## src/rtl/dsm_adc_decim.sv

```systemverilog
// dsm_adc_decim: second-order CIC (sinc^2) decimator that turns a 1-bit
// delta-sigma bitstream into unsigned 8-bit PCM, one sample per OSR
// accepted bits, flagged by a single-cycle pcm_valid strobe.
module dsm_adc_decim #(
  parameter int unsigned OSR         = 100,
  parameter int unsigned ACC_W       = 16,
  parameter int unsigned SCALE_MUL   = 1671,
  parameter int unsigned SCALE_SHIFT = 16
) (
  input  logic       clk,
  input  logic       rst_n,
  input  logic       en,
  input  logic       dsm_in,
  output logic [7:0] pcm_out,
  output logic       pcm_valid
);

  // Product is kept wide enough for any 32-bit gain, so no bits are lost
  // before the shift.
  localparam int unsigned PW   = ACC_W + 32;
  localparam logic [7:0]  LAST = 8'(OSR - 1);

  // Integrators, comb delays and the registered comb result
  logic [ACC_W-1:0] i1_q, i1_d, i2_q, i2_d;
  logic [ACC_W-1:0] d1_q, d1_d, d2_q, d2_d;
  logic [ACC_W-1:0] c2_q, c2_d;
  logic [ACC_W-1:0] c1;

  // Frame counter and pipeline control
  logic [7:0] cnt_q, cnt_d;
  logic       s1_q, s1_d;   // comb stage runs on this edge
  logic       s2_q, s2_d;   // output stage runs on this edge
  logic       warm_q, warm_d;

  // Output registers
  logic [7:0] pcm_q, pcm_d;
  logic       vld_q, vld_d;

  logic [PW-1:0] prod, scaled;

  assign c1     = i2_q - d1_q;
  assign prod   = PW'(c2_q) * PW'(SCALE_MUL);
  assign scaled = prod >> SCALE_SHIFT;

  // Next-state logic: integrate accepted bits, detect frame end, run the
  // comb and output stages on the two edges that follow it.
  always_comb begin
    // NOTE: every signal gets a hold/default value first so no path leaves
    // it unassigned, which would otherwise infer a latch.
    i1_d   = i1_q;
    i2_d   = i2_q;
    cnt_d  = cnt_q;
    d1_d   = d1_q;
    d2_d   = d2_q;
    c2_d   = c2_q;
    warm_d = warm_q;
    pcm_d  = pcm_q;
    vld_d  = 1'b0;
    s1_d   = 1'b0;
    s2_d   = s1_q;

    if (en) begin
      i1_d  = i1_q + ACC_W'(dsm_in);
      i2_d  = i2_q + i1_d;
      cnt_d = (cnt_q == LAST) ? 8'd0 : cnt_q + 8'd1;
      s1_d  = (cnt_q == LAST);
    end

    // Comb stage works on the integrator value latched at frame end; it is
    // independent of en so a stalled input never delays the pipeline.
    if (s1_q) begin
      d1_d = i2_q;
      d2_d = c1;
      c2_d = c1 - d2_q;
    end

    // Output stage: scale, saturate, and strobe once the delays hold a
    // real previous frame.
    if (s2_q) begin
      pcm_d  = (scaled > PW'(255)) ? 8'hFF : scaled[7:0];
      vld_d  = warm_q;
      warm_d = 1'b1;
    end
  end

  // State registers with asynchronous clear
  always_ff @(posedge clk or negedge rst_n) begin
    if (!rst_n) begin
      i1_q   <= '0;
      i2_q   <= '0;
      d1_q   <= '0;
      d2_q   <= '0;
      c2_q   <= '0;
      cnt_q  <= '0;
      s1_q   <= 1'b0;
      s2_q   <= 1'b0;
      warm_q <= 1'b0;
      pcm_q  <= '0;
      vld_q  <= 1'b0;
    end else begin
      // NOTE: non-blocking assignments so every register samples the
      // pre-edge values, independent of statement order.
      i1_q   <= i1_d;
      i2_q   <= i2_d;
      d1_q   <= d1_d;
      d2_q   <= d2_d;
      c2_q   <= c2_d;
      cnt_q  <= cnt_d;
      s1_q   <= s1_d;
      s2_q   <= s2_d;
      warm_q <= warm_d;
      pcm_q  <= pcm_d;
      vld_q  <= vld_d;
    end
  end

  assign pcm_out   = pcm_q;
  assign pcm_valid = vld_q;

endmodule

```

## config.mk

```make
export PLATFORM = sky130hd
export DESIGN_NAME = dsm_adc_decim
export DESIGN_NICKNAME = d
export VERILOG_FILES = /design/src/rtl/dsm_adc_decim.sv
export SDC_FILE = /design/constraint.sdc
export NUM_CORES = 1
export LEC_CHECK = 0
export ABC_AREA = 1
export CAP_MARGIN = 20
export CELL_PAD_IN_SITES_DETAIL_PLACEMENT = 1
export CELL_PAD_IN_SITES_GLOBAL_PLACEMENT = 1
export CORE_UTILIZATION = 50
export DETAILED_ROUTE_END_ITERATION = 6
export HOLD_SLACK_MARGIN = 0.02
export PLACE_DENSITY_LB_ADDON = 0.1
export SYNTH_ARGS = -nofsm -noshare
export SYNTH_HDL_FRONTEND = slang
export SYNTH_SLANG_ARGS = --single-unit
```

## constraint.sdc

```tcl
create_clock -name clk -period 12 [get_ports clk]
set_clock_uncertainty 0.05 [all_clocks]
set_input_delay 3.6 -clock clk [delete_from_list [all_inputs] [get_ports clk]]
set_output_delay 3.6 -clock clk [all_outputs]
set_load 0.1 [all_outputs]
```

Yosys cells after proc, flatten, opt, wreduce, memory -nomap -nowiden
Cells that the tools add are included.
- flip-flop bits (word level): 100
- bits of input ports: 4
- logic and storage cells: 23
- mux-type cells: 4
- multipliers: 1
- add/sub/neg operators: 5
- $lt $le $gt $ge: 1
- equal/unequal tests: 1
- operator list (operator ; count):
    subtractor 16 bit ; 2
    multiplier 16 x 11 -> 27 bit, second input constant ; 1
    adder 16 x 1 -> 16 bit ; 1
    adder 16 bit ; 1
    two-way mux 8 bit ; 2
    greater-than comparator 11 x 8 -> 1 bit, second input constant ; 1
    adder 8 x 1 -> 8 bit, second input constant ; 1
    equality test 8 x 7 -> 1 bit, second input constant ; 1
    two-way mux 1 bit ; 2

Depth between registers and ports, before layout
Gate-level depths: netlist of run 1.
- word-level depth: 3
- mapped depth: 21
- mapped depth without buffers: 21

Least setup slack after synthesis of run 1
Ideal clock, no wire load.
- path kind: input-to-reg
- start point: in dsm_in
- end point: reg i2_q[15]
- setup slack: 5975 ps
- buffers on the path: 0
- arrival: 5859 ps
- library setup time: 117 ps
- stages on the path: 19
- data required time: 11833 ps
- cells stage by stage: ha_1 -> ha_1 -> nand3_2 -> nor2_4 -> nand4_2 -> or3_1 -> xor2_1 -> inv_1 -> ha_1 -> inv_1 -> nor3_1 -> inv_1 -> nor2_1 -> and2_1 -> nor2_1 -> nand2_1 -> nand2_1 -> nand2_1 -> nand2_1
- longest elaborated chain between the ends: 2
- RTL lines (item ; RTL line ; source):
    start, declared ; 13 ; input logic dsm_in,
    adder 16 x 1 -> 16 bit ; 63 ; i1_d = i1_q + ACC_W'(dsm_in);
    adder 16 bit ; 64 ; i2_d = i2_q + i1_d;
    end signal, assigned ; 104 ; i2_q <= i2_d;
    end, declared ; 24 ; logic [ACC_W-1:0] i1_q, i1_d, i2_q, i2_d;
No other way between the ends.
A chain may end at the register's enable or synchronous reset.

Worst setup path after layout of run 1
Ends and elaborated chain as after synthesis.

==> run metrics, run 1 <==
Max stage delay cell, worst path clkdlybuf4s50_1; clock root buffer clkbuf_16; critical path class in2reg; critical path, cell by cell clkdlybuf4s50_1 > ha_1 > ha_1 > nand3_2 > nor2_4 > nand4_2 > or3_1 > xor2_1 > inv_1 > ha_1 > inv_1 > nor3_1 > inv_1 > o21ai_0 > nor2_1 > nand2_1 > nand2_1 > nand2_1 > nand2_1; Worst EP required 12.21 ns; IO Pins 13; Clock Tree Buf Depth 2; synthesized instance count 1346; Pleak 5.72 nW; Routed WL per cell 16.2 µm; Post-synth EDFFs 0; cell repeated most along the worst path nand2_1; Worst setup EP type flip-flop; WL final 26.2 mm; drt drc 0; Seq/Total Area, Yosys 25.7%; Starting DRT DRC Count 266; FF-to-FF path depth 19; WHS between 0.4 and 0.5 ns; gr usage total 28.2%; total CTS buffers 9; Synth top area share between 20% and 30%; most frequent cell after synthesis nand2_1; Clock Power Share 10.6%; CP peak stage delay 0.46 ns; unrepaired setup endpoints after global routing false; Final period util 53.6%; NumNets Final 1529; Die Y between 100 and 150 µm; first-pass GRT wire length 44.5 mm; Reg power frac 19.4%; worst hold start warm_q$_DFFE_PN0P_; Worst R2R Start c2_q[1]$_DFFE_PN0P_; count of final max-slew check failures 0; Post-Syn Area per Cell 7.24 µm²; Min-Delay Path Depth 2; drt pass-1 iters 4; flop2flop setup slack 7.16 ns; Warnings, synthesis 0; ANT cells 0; Internal Dissipation 1.25 mW; Slew headroom 35.7%; Port-buffer cells 12; setup_tns 0 ns; leading cell types by count after synthesis nand2_1, inv_1, ha_1; via count about 8500; Max Clk Rate ~0.16 GHz; final setup fails 0; GRT overflow 0; chip width roughly 140 µm; Syn Std Cell Area 0.00975 mm²; Clk pin slew, worst setup/hold paths 0.08 ns; die area 0.0201 mm²; Net Sw Frac 54.0%; Area Growth Syn to Fin 7.09%; Syn Nets 1521; vias in the first global route 9226; PwrDens 260 mW/mm²; Final ANT Viol Nets 0; post-CTS setup buffer count 0; asr flop ratio synth 100%; startpoint types primary input; CTS Hold Buffers Added 0; dpl hpwl 21.7 mm; Combinational Power Share 70.0%; Unique masters post-synth 46; WP buf/inv 4; Top Family by Delay on Critical Path simple AND/OR/NAND/NOR gates; # resized after CTS 0; Period minus WS final 6.43 ns; initial antenna violation count 0; layout cell share with drive strength beyond 1 3.16%; HP Class reg2reg; area leader, netlist dfrtp_1; Max-cap violations 0; Worst Hold Endpoint pcm_valid$_DFF_PN0_; Sw Pwr 1.47 mW; gpl congestion 0.898; Initial Utilization roughly 52%; Worst-Margin Slew ~0.96 ns; core area 0.0189 mm²; peak supply drop 132 µV; routed vias/inst 5.23; #FFs+latches synth 100; prevailing post-synth register cell dfrtp_1; status finished clean; Rows 50; largest net degree at the start of global routing 64; CTS tree done; critical-path maximum fanout 4; CTS sink cnt 100; Area contributors post-synth dfrtp_1, ha_1, nand2_1; H-tree level count 3; RR Endpoint pcm_out[0]$_DFFE_PN0P_; clock latency on the worst-skew pair 0.36 ns; CP Data Arrival Time 6.64 ns; Fin. Hold Viols 0
[metal layers]
| layer | global-route usage, % | share of wire, % | vias to the layer above |
|---|---|---|---|
| met2 | 53.4 | 52 | 75 |
| met4 | 8.49 | 2.2 | 0 |
| met3 | 2.80 | 1.9 | 40 |
| met5 | 0 | 0 | - |
| li1 | - | - | 4238 |
| met1 | 33.6 | 44 | 4110 |
[worst max path at each step]
stage	startpoint	to	slack [ns]	cells past startpoint
final	dsm_in	i2_q[15]$_DFFE_PN0P_	5.57	19
after global routing	dsm_in	i2_q[15]$_DFFE_PN0P_	5.24	19
after CTS	dsm_in	i2_q[15]$_DFFE_PN0P_	5.55	19
after detailed placement	dsm_in	i2_q[15]$_DFFE_PN0P_	5.18	19
after global placement	dsm_in	i2_q[15]$_DFFE_PN0P_	5.30	19
after floorplan	dsm_in	i2_q[15]$_DFFE_PN0P_	5.97	19
[sequential cells by signal, summed over array words and instances (netlist names)]
register	cells
c2_q	16
d1_q	16
d2_q	16
i1_q	16
i2_q	16
cnt_q	8
pcm_out	8
pcm_valid	1
s1_q	1
s2_q	1
warm_q	1
[layout make-up]
cell class | instances | area, µm²
fill | 2516 | 8450
multi-input combinational | 957 | 6160
sequential | 100 | 2500
inverter | 270 | 1010
tap | 260 | 325
clock buffer | 10 | 229
timing repair buffer | 16 | 148
clock inverter | 6 | 58.8
[placed cells by master (no fill, tap or decap), types with 8 or more instances in the layout]
cell type and instances:
xnor2_1 13, o21ai_1 8, nand3_1 66, xor2_1 20, fa_1 46, nor3_1 10
ha_1 125, o21ai_0 78, clkbuf_16 9, nand4_1 17, nor2_1 95, a21oi_1 60
o21bai_1 8, inv_1 267, nand2_1 356, clkdlybuf4s50_1 11, dfrtp_1 99
[through the flow]
stage | instance area [µm²] | setup slack (ns) | cells | utilization, % | power [mW]
after floorplan | 9750 | 5.97 | 1346 | - | 1.90
after global placement | 10200 | 5.30 | 1603 | 53.7 | 2.32
after detailed placement | 10200 | 5.18 | 1603 | 53.7 | 2.42
after CTS | 10400 | 5.55 | 1619 | 55.3 | 2.74
after global routing | 10400 | 5.24 | 1619 | 55.3 | 3.01
final | 10400 | 5.57 | 1619 | 55.3 | 2.71
[worst min-delay path, delay by kind of cell (launching register included)]
kind | cells | cell delay (ns)
buffers and inverters | 1 | 0.04
DFF | 1 | 0.35
and+or+nand+nor | 1 | 0.05
[cell families after synthesis]
| family | after synthesis | share of synthesized area (%) |
|---|---|---|
| AND/OR/NAND/NOR | 576 | 24.8 |
| buffers and inverters | 289 | 11.1 |
| AO/OA/AOI/OAI | 177 | 9.90 |
| adder cells (fa/ha/maj) | 171 | 25.5 |
| flip-flops | 100 | 25.7 |
| XOR/XNOR | 33 | 2.96 |
[power by group through the flow]
stage	sequential [mW]	clock [mW]	combinational [mW]
2_1_floorplan	0.561	0	1.34
3_3_place_gp	0.527	0	1.80
3_5_place_dp	0.532	0	1.88
4_1_cts	0.527	0.295	1.92
5_1_grt	0.539	0.303	2.17
6_report	0.526	0.287	1.90
Power figures use the tool's default switching activity.
==> inputs of run 2 (changes only) <==
- CORE_UTILIZATION: 50 -> 43
- clock period: 12 -> 5.4 ns (I/O delays scaled with it)
==> run metrics, run 2 (synthesis gave the netlist of run 1 again) <==
Worst-Margin Slew 1.00 ns (+0.0387 ns); ANT cells 0 (unchanged); CTS sink cnt 100 (unchanged); Max Clk Rate 0.212 GHz; routed wl met3 276 µm (-45%); layout cell share with drive strength beyond 1 3.31% (+0.14 points); critical-path maximum fanout 8 (+4); Worst setup EP type flip-flop; most common cell after layout, fill and taps aside nand2_1; fill count 2836 (+13%); routed vias/inst 5.04 (-3.6%); Clock Power Share 11.1% (+0.5 points); Slew headroom 33.1% (-2.6 points); via count 8265 (-2.3%); HP Class reg2reg; first-pass GRT wire length 42.7 mm (-4.0%); fin cells 1640 (+1.3%); initial antenna violation count 0 (unchanged); IO Pins 13 (unchanged); GRT overflow 0 (unchanged); Routed WL per cell 15.2 µm (-6.3%); clock root buffer clkbuf_16; WHS 0.430 ns (+0.00793 ns); Area Growth Syn to Fin 7.55%; Max-cap violations 0 (unchanged); final instance area 0.0105 mm² (+0.43%); WL final 24.9 mm (-5.0%); gpl congestion 0.895 (-0.36%); startpoint types flip-flop; CTS Hold Buffers Added 0 (unchanged); Internal Dissipation 2.80 mW (+120%); Period minus WS final 4.71 ns; core area 0.0220 mm² (+17%); unrepaired setup endpoints after global routing false; Pleak 5.73 nW (+0.21%); Starting DRT DRC Count 261 (-1.9%); Final period util between 80% and 90%; most frequent cells in the layout nand2_1, inv_1, ha_1; PwrDens 568 mW/mm² (+120%); Port-buffer cells 12 (unchanged); gr usage total 22.8% (-5.4 points); status finished clean; CTS tree done; Clk pin slew, worst setup/hold paths 0.08 ns (about the same); H-tree level count 3 (unchanged); Worst EP required 5.60 ns (-6.61 ns); Net Sw Frac 53.1% (-0.96 points); drt pass-1 iters 6 (+2); Reg power frac 19.4% (about the same); Post-Route M1 WL 11.6 mm (+0.35%); # resized after CTS 0 (unchanged); clock latency on the worst-skew pair 0.35 ns (about the same); total CTS buffers 9 (unchanged); Die Y 153 µm (+7.7%); CP Data Arrival Time 4.91 ns (-1.73 ns); routed wl met2 12.7 mm (-6.6%); peak supply drop 267 µV (+100%); largest net degree at the start of global routing 68 (+6.3%); chip width 153 µm (+7.7%); Fin. Hold Viols 0 (unchanged); critical path class reg2reg; Final ANT Viol Nets 0 (unchanged); die area 0.0233 mm² (+16%); Sw Pwr 3.16 mW (+120%); NumNets Final 1530 (+0.065%); setup_tns 0 ns (unchanged); final setup fails 0 (unchanged); drt drc 0 (unchanged); count of final max-slew check failures 0 (unchanged); highest metal used met4; dpl cell area 0.0102 mm² (+0.32%); Initial Utilization 44.3% (-7.3 points); Combinational Power Share 69.5% (-0.5 points); post-CTS setup buffer count 0 (unchanged); Rows 54 (+8.0%); placed cells 1624 (+1.3%); Clock Tree Buf Depth 2 (unchanged); flop2flop setup slack 0.69 ns (-6.47 ns); dpl hpwl 21.1 mm (-2.6%); vias in the first global route 8850 (-4.1%)
-- run 2: changes by cell type in the layout (fill, tap and decap cells not counted), sizes merged --
cell	previous run	this run
bufinv	0	1
clkbuf	10	9
clkinvlp	1	2
buf	5	6
clkinv	3	2
-- run 2: power groups by stage --
stage	Combinational [mW]	Clock, mW	Sequential, mW
6_report	4.14	0.661	1.16
5_1_grt	4.79	0.712	1.19
2_1_floorplan	2.97	0	1.25
4_1_cts	4.20	0.684	1.17
3_5_place_dp	4.15	0	1.18
3_3_place_gp	4.03	0	1.17
-- run 2: final timing paths --
| check | depth (start not counted) | start | end |
|---|---|---|---|
| setup reg to reg | 19 | c2_q[6]$_DFFE_PN0P_ | pcm_out[0]$_DFFE_PN0P_ |
| setup / recovery | 19 | c2_q[6]$_DFFE_PN0P_ | pcm_out[0]$_DFFE_PN0P_ |
| hold / removal | 2 | i1_q[0]$_DFFE_PN0P_ | i1_q[0]$_DFFE_PN0P_ |
| max in group asynchronous | 2 | rst_n | d2_q[12]$_DFFE_PN0P_ |
| min in group asynchronous | 1 | rst_n | i2_q[6]$_DFFE_PN0P_ |
| hold reg to reg | 2 | i1_q[0]$_DFFE_PN0P_ | i1_q[0]$_DFFE_PN0P_ |
-- run 2: area by class of cell --
class | count | area (µm²) | share of cell area, %
Clock buffer | 9 | 225 | 2.15
Multi-Input combinational cell | 957 | 6160 | 58.8
Inverter | 270 | 1010 | 9.67
Sequential cell | 100 | 2500 | 23.9
Tap cell | 280 | 350 | 3.34
Timing Repair Buffer | 17 | 155 | 1.48
Clock inverter | 7 | 75.1 | 0.716
-- run 2: metrics by stage --
| stage | util [%] | power [mW] | setup WS (ns) |
|---|---|---|---|
| finish | 47.6 | 5.96 | 0.690 |
| global route | 47.6 | 6.69 | 0.348 |
| CTS | 47.6 | 6.05 | 0.651 |
| detailed placement | 46.2 | 5.33 | 0.531 |
| global placement | 46.2 | 5.20 | 0.689 |
| floorplan | - | 4.22 | 1.13 |
-- run 2: per-layer routing --
layer / track usage, % / vias to the layer above
met2: 42.5 / 37
met4: 5.48 / 0
met3: 2.30 / 22
met1: 28.1 / 3958
li1: - / 4248
met5: 0 / -
-- run 2: worst max-delay path, cell delays in order (launching register included) --
cell	delay, ns
dfrtp_1	0.46
ha_1	0.36
fa_1	0.56
fa_1	0.45
fa_1	0.51
inv_1	0.05
fa_1	0.54
inv_1	0.05
ha_1	0.36
nand2_1	0.15
nor2_1	0.18
nand3_1	0.15
nor2_1	0.13
nand2_1	0.08
nand3_1	0.07
nand2_1	0.05
nand2_1	0.07
nand3_2	0.16
nor2_1	0.15
nor2_1	0.05
==> inputs of run 3 (changes only) <==
- CAP_MARGIN: 20 -> default
- CORE_MARGIN: default -> 2
==> run metrics, run 3 (synthesis gave the netlist of run 1 again) <==
status finished clean; Clock Tree Buf Depth 2 (unchanged); via count 8322 (+0.69%); Final ANT Viol Nets 0 (unchanged); peak supply drop 237 µV (-11%); CP Data Arrival Time 4.92 ns (about the same); Slew headroom 33.8% (+0.74 points); initial antenna violation count 0 (unchanged); core area 0.0224 mm² (+1.9%); count of final max-slew check failures 0 (unchanged); dpl cell area 0.0102 mm² (about the same); unrepaired setup endpoints after global routing false; Area Growth Syn to Fin 7.73%; gr usage total 22.9% (+0.054 points); largest net degree at the start of global routing 68 (unchanged); layout cell share with drive strength beyond 1 3.24% (-0.074 points); Combinational Power Share 69.2% (-0.3 points); first-pass GRT wire length 44.0 mm (+3.1%); final instance area 0.0105 mm² (+0.17%); drt drc 0 (unchanged); Routed WL per cell 15.4 µm (+1.4%); clock root buffer clkbuf_16; H-tree level count 3 (unchanged); Sw Pwr 3.18 mW (+0.70%); setup_tns 0 ns (unchanged); most common cell after layout, fill and taps aside nand2_1; Worst-Margin Slew 0.990 ns (-0.0111 ns); clock latency on the worst-skew pair 0.35 ns (about the same); total CTS buffers 9 (unchanged); Max Clk Rate 0.212 GHz (-0.23%); Initial Utilization 43.5% (-0.80 points); most frequent cells in the layout nand2_1, inv_1, ha_1; PwrDens 572 mW/mm² (+0.63%); Rows 55 (+1.9%); Port-buffer cells 12 (unchanged); critical-path maximum fanout 8 (unchanged); NumNets Final 1530 (unchanged); routed vias/inst 5.06 (+0.38%); dpl hpwl 21.0 mm (-0.41%); Period minus WS final 4.72 ns (+0.0108 ns); die area 0.0239 mm² (+2.6%); CTS tree done; critical path class reg2reg; Reg power frac 19.3% (about the same); gpl congestion 0.843 (-5.7%); Max-cap violations 0 (unchanged); Final period util 87.4% (+0.20 points); Worst setup EP type flip-flop; CP Launch Point c2_q[4]$_DFFE_PN0P_; Fin. Hold Viols 0 (unchanged); drt pass-1 iters 4 (-2); worst hold start warm_q$_DFFE_PN0P_; Worst EP required 5.60 ns (about the same); CTS sink cnt 100 (unchanged); Die Y 155 µm (+1.3%); vias in the first global route 9083 (+2.6%); startpoint types flip-flop; Worst R2R Start c2_q[4]$_DFFE_PN0P_; WL final 25.3 mm (+1.7%); Internal Dissipation 2.82 mW (+0.91%); chip width 155 µm (+1.3%); HP Class reg2reg; # resized after CTS 0 (unchanged); CTS Hold Buffers Added 0 (unchanged); Overall Power 6.01 mW (+0.80%); Starting DRT DRC Count 264 (+1.1%); Clock Power Share 11.5% (+0.4 points); GRT overflow 0 (unchanged); post-CTS setup buffer count 0 (unchanged); WHS 0.422 ns (-0.00752 ns); IO Pins 13 (unchanged); final setup fails 0 (unchanged); Net Sw Frac 53.0% (about the same); ANT cells 0 (unchanged); Pleak 5.74 nW (about the same); Clk pin slew, worst setup/hold paths 0.07 ns (about the same)
==> run 3: changes by cell type in the layout (fill, tap and decap cells not counted) <==
cell / change
clkbuf_1: +1
clkbuf_8: +2
clkinv_2: -2
clkinv_4: +1
clkinvlp_4: -1
inv_8: -1
==> run 3: metrics by stage <==
step / utilization, % / worst slack [ns] / std cells
finish: 46.8 / 0.679 / 1645
global placement: 45.4 / 0.644 / 1629
CTS: 46.8 / 0.643 / 1645
global route: 46.8 / 0.362 / 1645
floorplan: - / 1.13 / 1346
detailed placement: 45.4 / 0.569 / 1629
==> run 3: area by class of cell <==
| type | instances | area (µm²) |
|---|---|---|
| Timing Repair Buffer | 17 | 155 |
| Tap cell | 285 | 357 |
| Fill cell | 2893 | 11900 |
| Clock inverter | 4 | 55.1 |
| Clock buffer | 12 | 256 |
| Multi-Input combinational cell | 957 | 6160 |
| Inverter | 270 | 1010 |
| Sequential cell | 100 | 2500 |
==> run 3: worst max-delay path, cell delays in order (launching register included) <==
cell and delay, ns:
dfrtp_1 0.47, ha_1 0.39, fa_1 0.51, fa_1 0.52, inv_1 0.06, fa_1 0.50
fa_1 0.54, inv_1 0.04, ha_1 0.31, nand2_1 0.14, nor2_2 0.20, nand2_1 0.09
nor2_1 0.11, nand2_1 0.09, nand3_1 0.09, nand2_1 0.05, nand2_1 0.08, nand3_2 0.17
nor2_1 0.15, nor2_1 0.05
==> run 3: path summary, 6_finish.rpt <==
check                                         endpoint  slack [ns]  cells after the start
min in group asynchronous          d1_q[2]$_DFFE_PN0P_        1.20                      1
max in group asynchronous          c2_q[7]$_DFFE_PN0P_        3.22                      2
worst max-delay path            pcm_out[2]$_DFFE_PN0P_        0.68                     19
worst min register to register      warm_q$_DFFE_PN0P_        0.42                      1
worst min-delay path                warm_q$_DFFE_PN0P_        0.42                      1
worst max register to register  pcm_out[2]$_DFFE_PN0P_        0.68                     19
==> run 3: routing by layer <==
layer | GRT usage (%) | vias to the layer above | wire length [µm]
li1 | - | 4252 | -
met1 | 29.0 | 3984 | 11700
met2 | 41.4 | 54 | 12800
met3 | 2.27 | 32 | 367
met4 | 6.53 | 0 | 520
met5 | 0 | - | 0
==> run 3: power groups by stage <==
stage,logic [mW],registers (mW),clock network (mW)
4_1_cts,4.21,1.17,0.720
3_3_place_gp,4.05,1.18,0
2_1_floorplan,2.97,1.25,0
3_5_place_dp,4.17,1.18,0
5_1_grt,4.82,1.20,0.739
6_report,4.16,1.16,0.690
==> RTL change 1: new RTL, flow settings as in run 2 <==
`ACC_W`: 16 -> 32.
--- a/src/rtl/dsm_adc_decim.sv
+++ b/src/rtl/dsm_adc_decim.sv
@@ -4,5 +4,5 @@
 module dsm_adc_decim #(
   parameter int unsigned OSR         = 100,
-  parameter int unsigned ACC_W       = 16,
+  parameter int unsigned ACC_W       = 32,
   parameter int unsigned SCALE_MUL   = 1671,
   parameter int unsigned SCALE_SHIFT = 16
Function: same outputs for any inputs over 10 cycles, from zero or initial values and one cycle with rst_n low; that may be too few to reach the edited logic, so the function may still have changed.
==> RTL change 1 against run 2 <==
Synthesized cell count up 100%; critical endpoint is now pcm_out[3]; global-route usage up 3.4 points; sequential cell count increased by 80; non-clock buffer count grew 60; setup slack got worse by 460 ps; final area up 110%; routed wire length up 140%; hold slack about the same; area after synthesis up 100%.
Power is left out: the tool's default activity adds up to more than one toggle a clock period on the data nets, which glitch-free logic cannot reach.
==> RTL change 1: results (changes against run 2) <==
Outcome
  – Status: finished, final reports clean (unchanged)

Critical path
  – Worst setup path endpoint: pcm_out[3] (was pcm_out[0])
  – Setup slack on the worst flop-to-flop path: 230 ps (was 690 ps)
  – Terminus of the critical flop-to-flop path: pcm_out[3] (was pcm_out[0])
  – Start point of the critical path: c2_q[4] (was c2_q[6])
  – Arrival time at the worst endpoint: 5500 ps (was 4910 ps)
  – FF-to-FF path depth: 22 (was 19)

Logic synthesis
  – Net Count, Synth: 3027 (was 1521)
  – Number of different library cells in the post-synthesis netlist: 52 (was 46)
  – Top post-synthesis cells by area: dfrtp_1 (23%), nand2_1 (14%), ha_1 (13%) (was dfrtp_1 (26%), ha_1 (16%), nand2_1 (14%))
  – Flop and latch count out of synthesis: 180 (was 100)
  – Leading post-synthesis cells by instance count: nand2_1 (712), inv_1 (532), ha_1 (205) (was nand2_1 (356), inv_1 (267), ha_1 (125))

Global route
  – Global routing met3 resource utilization: 2.82% (was 2.30%)
  – M2 GR Usage: 50.5% (was 42.5%)
  – First-pass GRT wire length: 95900 um (was 42700 um)
  – Overall track demand over capacity in global routing: 26.2% (was 22.8%)
  – Via count of the first global-routing pass: 19100 (was 8850)
  – Global routing usage on met1: 28.2% (was 28.1%)

Finish
  – Clk cell area share: 2.70% (was 2.86%)
  – Final #Nets: 3088 (was 1530)
  – Total number of multi-input combinational cells: 1956 (was 957)
  – Clock buffer count in the final layout: 18 (was 9)
  – Area of the multi-input gates: 0.0132 sq mm (was 0.00616 sq mm)
  – Non-clock inverter count: 537 (was 270)
  – Sequential fraction of total cell area: 20.8% (was 23.9%)
  – Layout cells sized above 1: 10.1% (was 3.31%)
  – Area share of buffers outside the clock network: 2.79% (was 1.48%)
  – Final-layout fill cell count: 5700 (was 2836)

Placement
  – RD Place Congestion: 0.941 (was 0.895)
  – Final HPWL DP: 48900 um (was 21100 um)

Route
  – Routed wire length on met2: 31500 um (was 12700 um)
  – M1 wire length: 23600 um (was 11600 um)
  – Met3 routed WL: 750 um (was 276 um)
  – Length of the first detailed-routing pass in iterations: 5 (was 6)
  – Mean number of vias per cell: 5.11 (was 5.04)
  – Average wire per standard cell: 17.4 um (was 15.2 um)

Clock tree
  – Cts bufs inserted: 17 (was 9)
  – H-tree Lvls: 4 (was 3)
  – Clock insertion delay at the later pin of the skew report: 480 ps (was 350 ps)

STA
  – Worst-case hold slack: 429 ps (was 430 ps)
  – Transition time of the tightest slew-check pin: 989 ps (was 1000 ps)

Worst hold path
  – Hold WC Path Type: flop to flop (unchanged)
  – End point of the worst hold path: warm_q (was i1_q[0])
  – Worst hold path depth: 1 (was 2)
  – Hold Startpoint: warm_q (was i1_q[0])
RTL change 1: changes by cell type after synthesis, sizes merged, moves of 80 or more:
| cell | change |
|---|---|
| nand2 | +366 |
| inv | +266 |
| o21ai | +102 |
| nor2 | +86 |
| dfrtp | +80 |
| ha | +80 |
RTL change 1: stage by stage:
| stage | TNS [ps] | setup WS, ps | std cells | instance area, sq um |
|---|---|---|---|---|
| finish | 0 | 230 | 3374 | 21700 |
| global route | -218 | -40.2 | 3374 | 21700 |
| CTS | 0 | 8.43 | 3367 | 21200 |
| detailed placement | -177 | -76.3 | 3335 | 20600 |
| global placement | 0 | 13.9 | 3335 | 20600 |
| floorplan | 0 | 743 | 2708 | 19500 |
RTL change 1: cell families after synthesis:
family	count (synthesis)	share of synthesized area, %
AO/OA/AOI/OAI	403	11.7
XOR/XNOR	97	4.37
adder cells (fa/ha/maj)	315	24.5
buffers and inverters	572	11.0
flip-flops	180	23.2
AND/OR/NAND/NOR	1141	25.3
==> RTL change 2: new RTL, config.mk and constraints of run 2 <==
Without the edit above. One comparison of `cnt_q` changes from == to >=.
--- a/src/rtl/dsm_adc_decim.sv
+++ b/src/rtl/dsm_adc_decim.sv
@@ -64,5 +64,5 @@
       i2_d  = i2_q + i1_d;
       cnt_d = (cnt_q == LAST) ? 8'd0 : cnt_q + 8'd1;
-      s1_d  = (cnt_q == LAST);
+      s1_d  = (cnt_q >= LAST);
     end
 
Formal check against the unedited RTL: same outputs for any inputs over 10 cycles, from zero or initial values and one cycle with rst_n low; that may be too few to reach the edited logic, so the function may still have changed.
==> RTL change 2 against run 2 <==
Count of clock-buffer cells in the layout up 3; sequential cell count unchanged; setup slack got worse by 23 ps; area after synthesis is 2.7% higher; non-clock buffer count is 1 lower; routed wire length rose by 3.6%; final area is 2.3% higher; critical path type unchanged.
Power is left out: the tool's default activity adds up to more than one toggle a clock period on the data nets, which glitch-free logic cannot reach.
==> RTL change 2: results (changes against run 2) <==
Logic synthesis
  – Post-synthesis async set-or-reset flop share: 100% (unchanged)
  – Net Count, Synth: 1572 (was 1521)
  – Number of different library cells in the post-synthesis netlist: 44 (was 46)
  – Count of synthesis-stage warnings from yosys: 0 (unchanged)
  – Leading post-synthesis cells by instance count: nand2_1 (398), inv_1 (284), ha_1 (125) (was nand2_1 (356), inv_1 (267), ha_1 (125))
  – Portion of the post-synthesis area used by sequential elements: 25.0% (was 25.7%)
  – Top post-synthesis cells by area: dfrtp_1 (25%), ha_1 (16%), nand2_1 (15%) (was dfrtp_1 (26%), ha_1 (16%), nand2_1 (14%))
  – Cell count after synthesis: 1397 (was 1346)

Clock tree
  – Root Buffer Master: clkbuf_16 (unchanged)
  – Number of cells upsized or downsized after cts: 0 (unchanged)
  – Buffers inserted during post-CTS setup optimization: 0 (unchanged)
  – Number of buffers on the longest clock path: 2 (unchanged)

Finish
  – Final-layout fill cell count: 2981 (was 2836)
  – Antenna Diode Count: 0 (unchanged)
  – Layout cells sized above 1: 4.26% (was 3.31%)
  – Final standard cell utilization of the core: 47.2% (was 47.6%)

Global route
  – Maximum number of pins on one net before global-route repair: 74 (was 68)
  – First-pass GRT wire length: 44900 um (was 42700 um)
  – Antenna violations before repair: 0 (unchanged)
  – Overall track demand over capacity in global routing: 23.6% (was 22.8%)
  – Via count of the first global-routing pass: 9138 (was 8850)

STA
  – Number of max-slew violations in the final report: 0 (unchanged)
  – Worst max-slew margin expressed relative to the limit: 35.0% (was 33.1%)

Outcome
  – Status: finished, final reports clean (unchanged)

Route
  – Post-detailed-routing wire length: 25800 um (was 24900 um)
  – Average wire per standard cell: 15.2 um (about the same)
  – Length of the first detailed-routing pass in iterations: 4 (was 6)
  – Total via count in the routed design: 8509 (was 8265)
  – Detailed Route Iter0 Violations: 210 (was 261)

Critical path
  – Arrival time at the worst endpoint: 4930 ps (was 4910 ps)
  – Critical-path cell with the highest stage delay: fa_1 (unchanged)
  – Largest fanout on the critical path: 6 (was 8)

Placement
  – Post-Place Cells: 1680 (was 1624)
  – Final HPWL DP: 21700 um (was 21100 um)
  – Setup slack after placement: 571 ps (was 531 ps)
  – Dpl cell area: 0.0104 sq mm (was 0.0102 sq mm)
  – RD Place Congestion: 0.885 (was 0.895)
-- RTL change 2: cell count changes after synthesis, sizes merged, moves of 5 or more --
cell,before,now
a21oi,61,50
nand2,357,400
or2,8,13
xnor2,13,6
o21ai,87,76
inv,270,292
xor2,20,32
nor2,100,86
nand3,68,80
-- RTL change 2: final cells by class --
class / instances / area share [%]
tap: 285 / 3.32
timing repair buffer: 16 / 1.38
clock inverter: 3 / 0.210
multi-input combinational: 986 / 59.1
inverter: 293 / 10.3
clock buffer: 12 / 2.39
sequential: 100 / 23.3
-- RTL change 2: path summary, 6_finish.rpt --
| path | startpoint | end | slack (ps) | cells past startpoint |
|---|---|---|---|---|
| worst min-delay path | warm_q | pcm_valid | 410 | 2 |
| worst max register to register | c2_q[6] | pcm_out[6] | 670 | 19 |
| max in group asynchronous | rst_n | cnt_q[0] | 3150 | 2 |
| min in group asynchronous | rst_n | d1_q[2] | 1320 | 1 |
| worst min register to register | warm_q | pcm_valid | 410 | 2 |
| worst max-delay path | c2_q[6] | pcm_out[6] | 670 | 19 |
-- RTL change 2: metal layers --
metal  global-route usage [%]  share of wire, %  vias up  wire length, um
met3                     2.16               1.0       18              267
li1                         -                 -     4361                -
met2                     43.7                51       37            13200
met4                     5.42               1.4        0              369
met5                        0                 0        -                0
met1                     29.4                46     4093            12000
-- RTL change 2: cell families after synthesis --
group / share of synthesized area (%)
buffers and inverters: 11.7
and+or+nand+nor: 26.4
AOI/OAI and AO/OA: 8.67
xor gates and xnor gates: 3.40
adders and majority gates: 24.8
DFF: 25.0
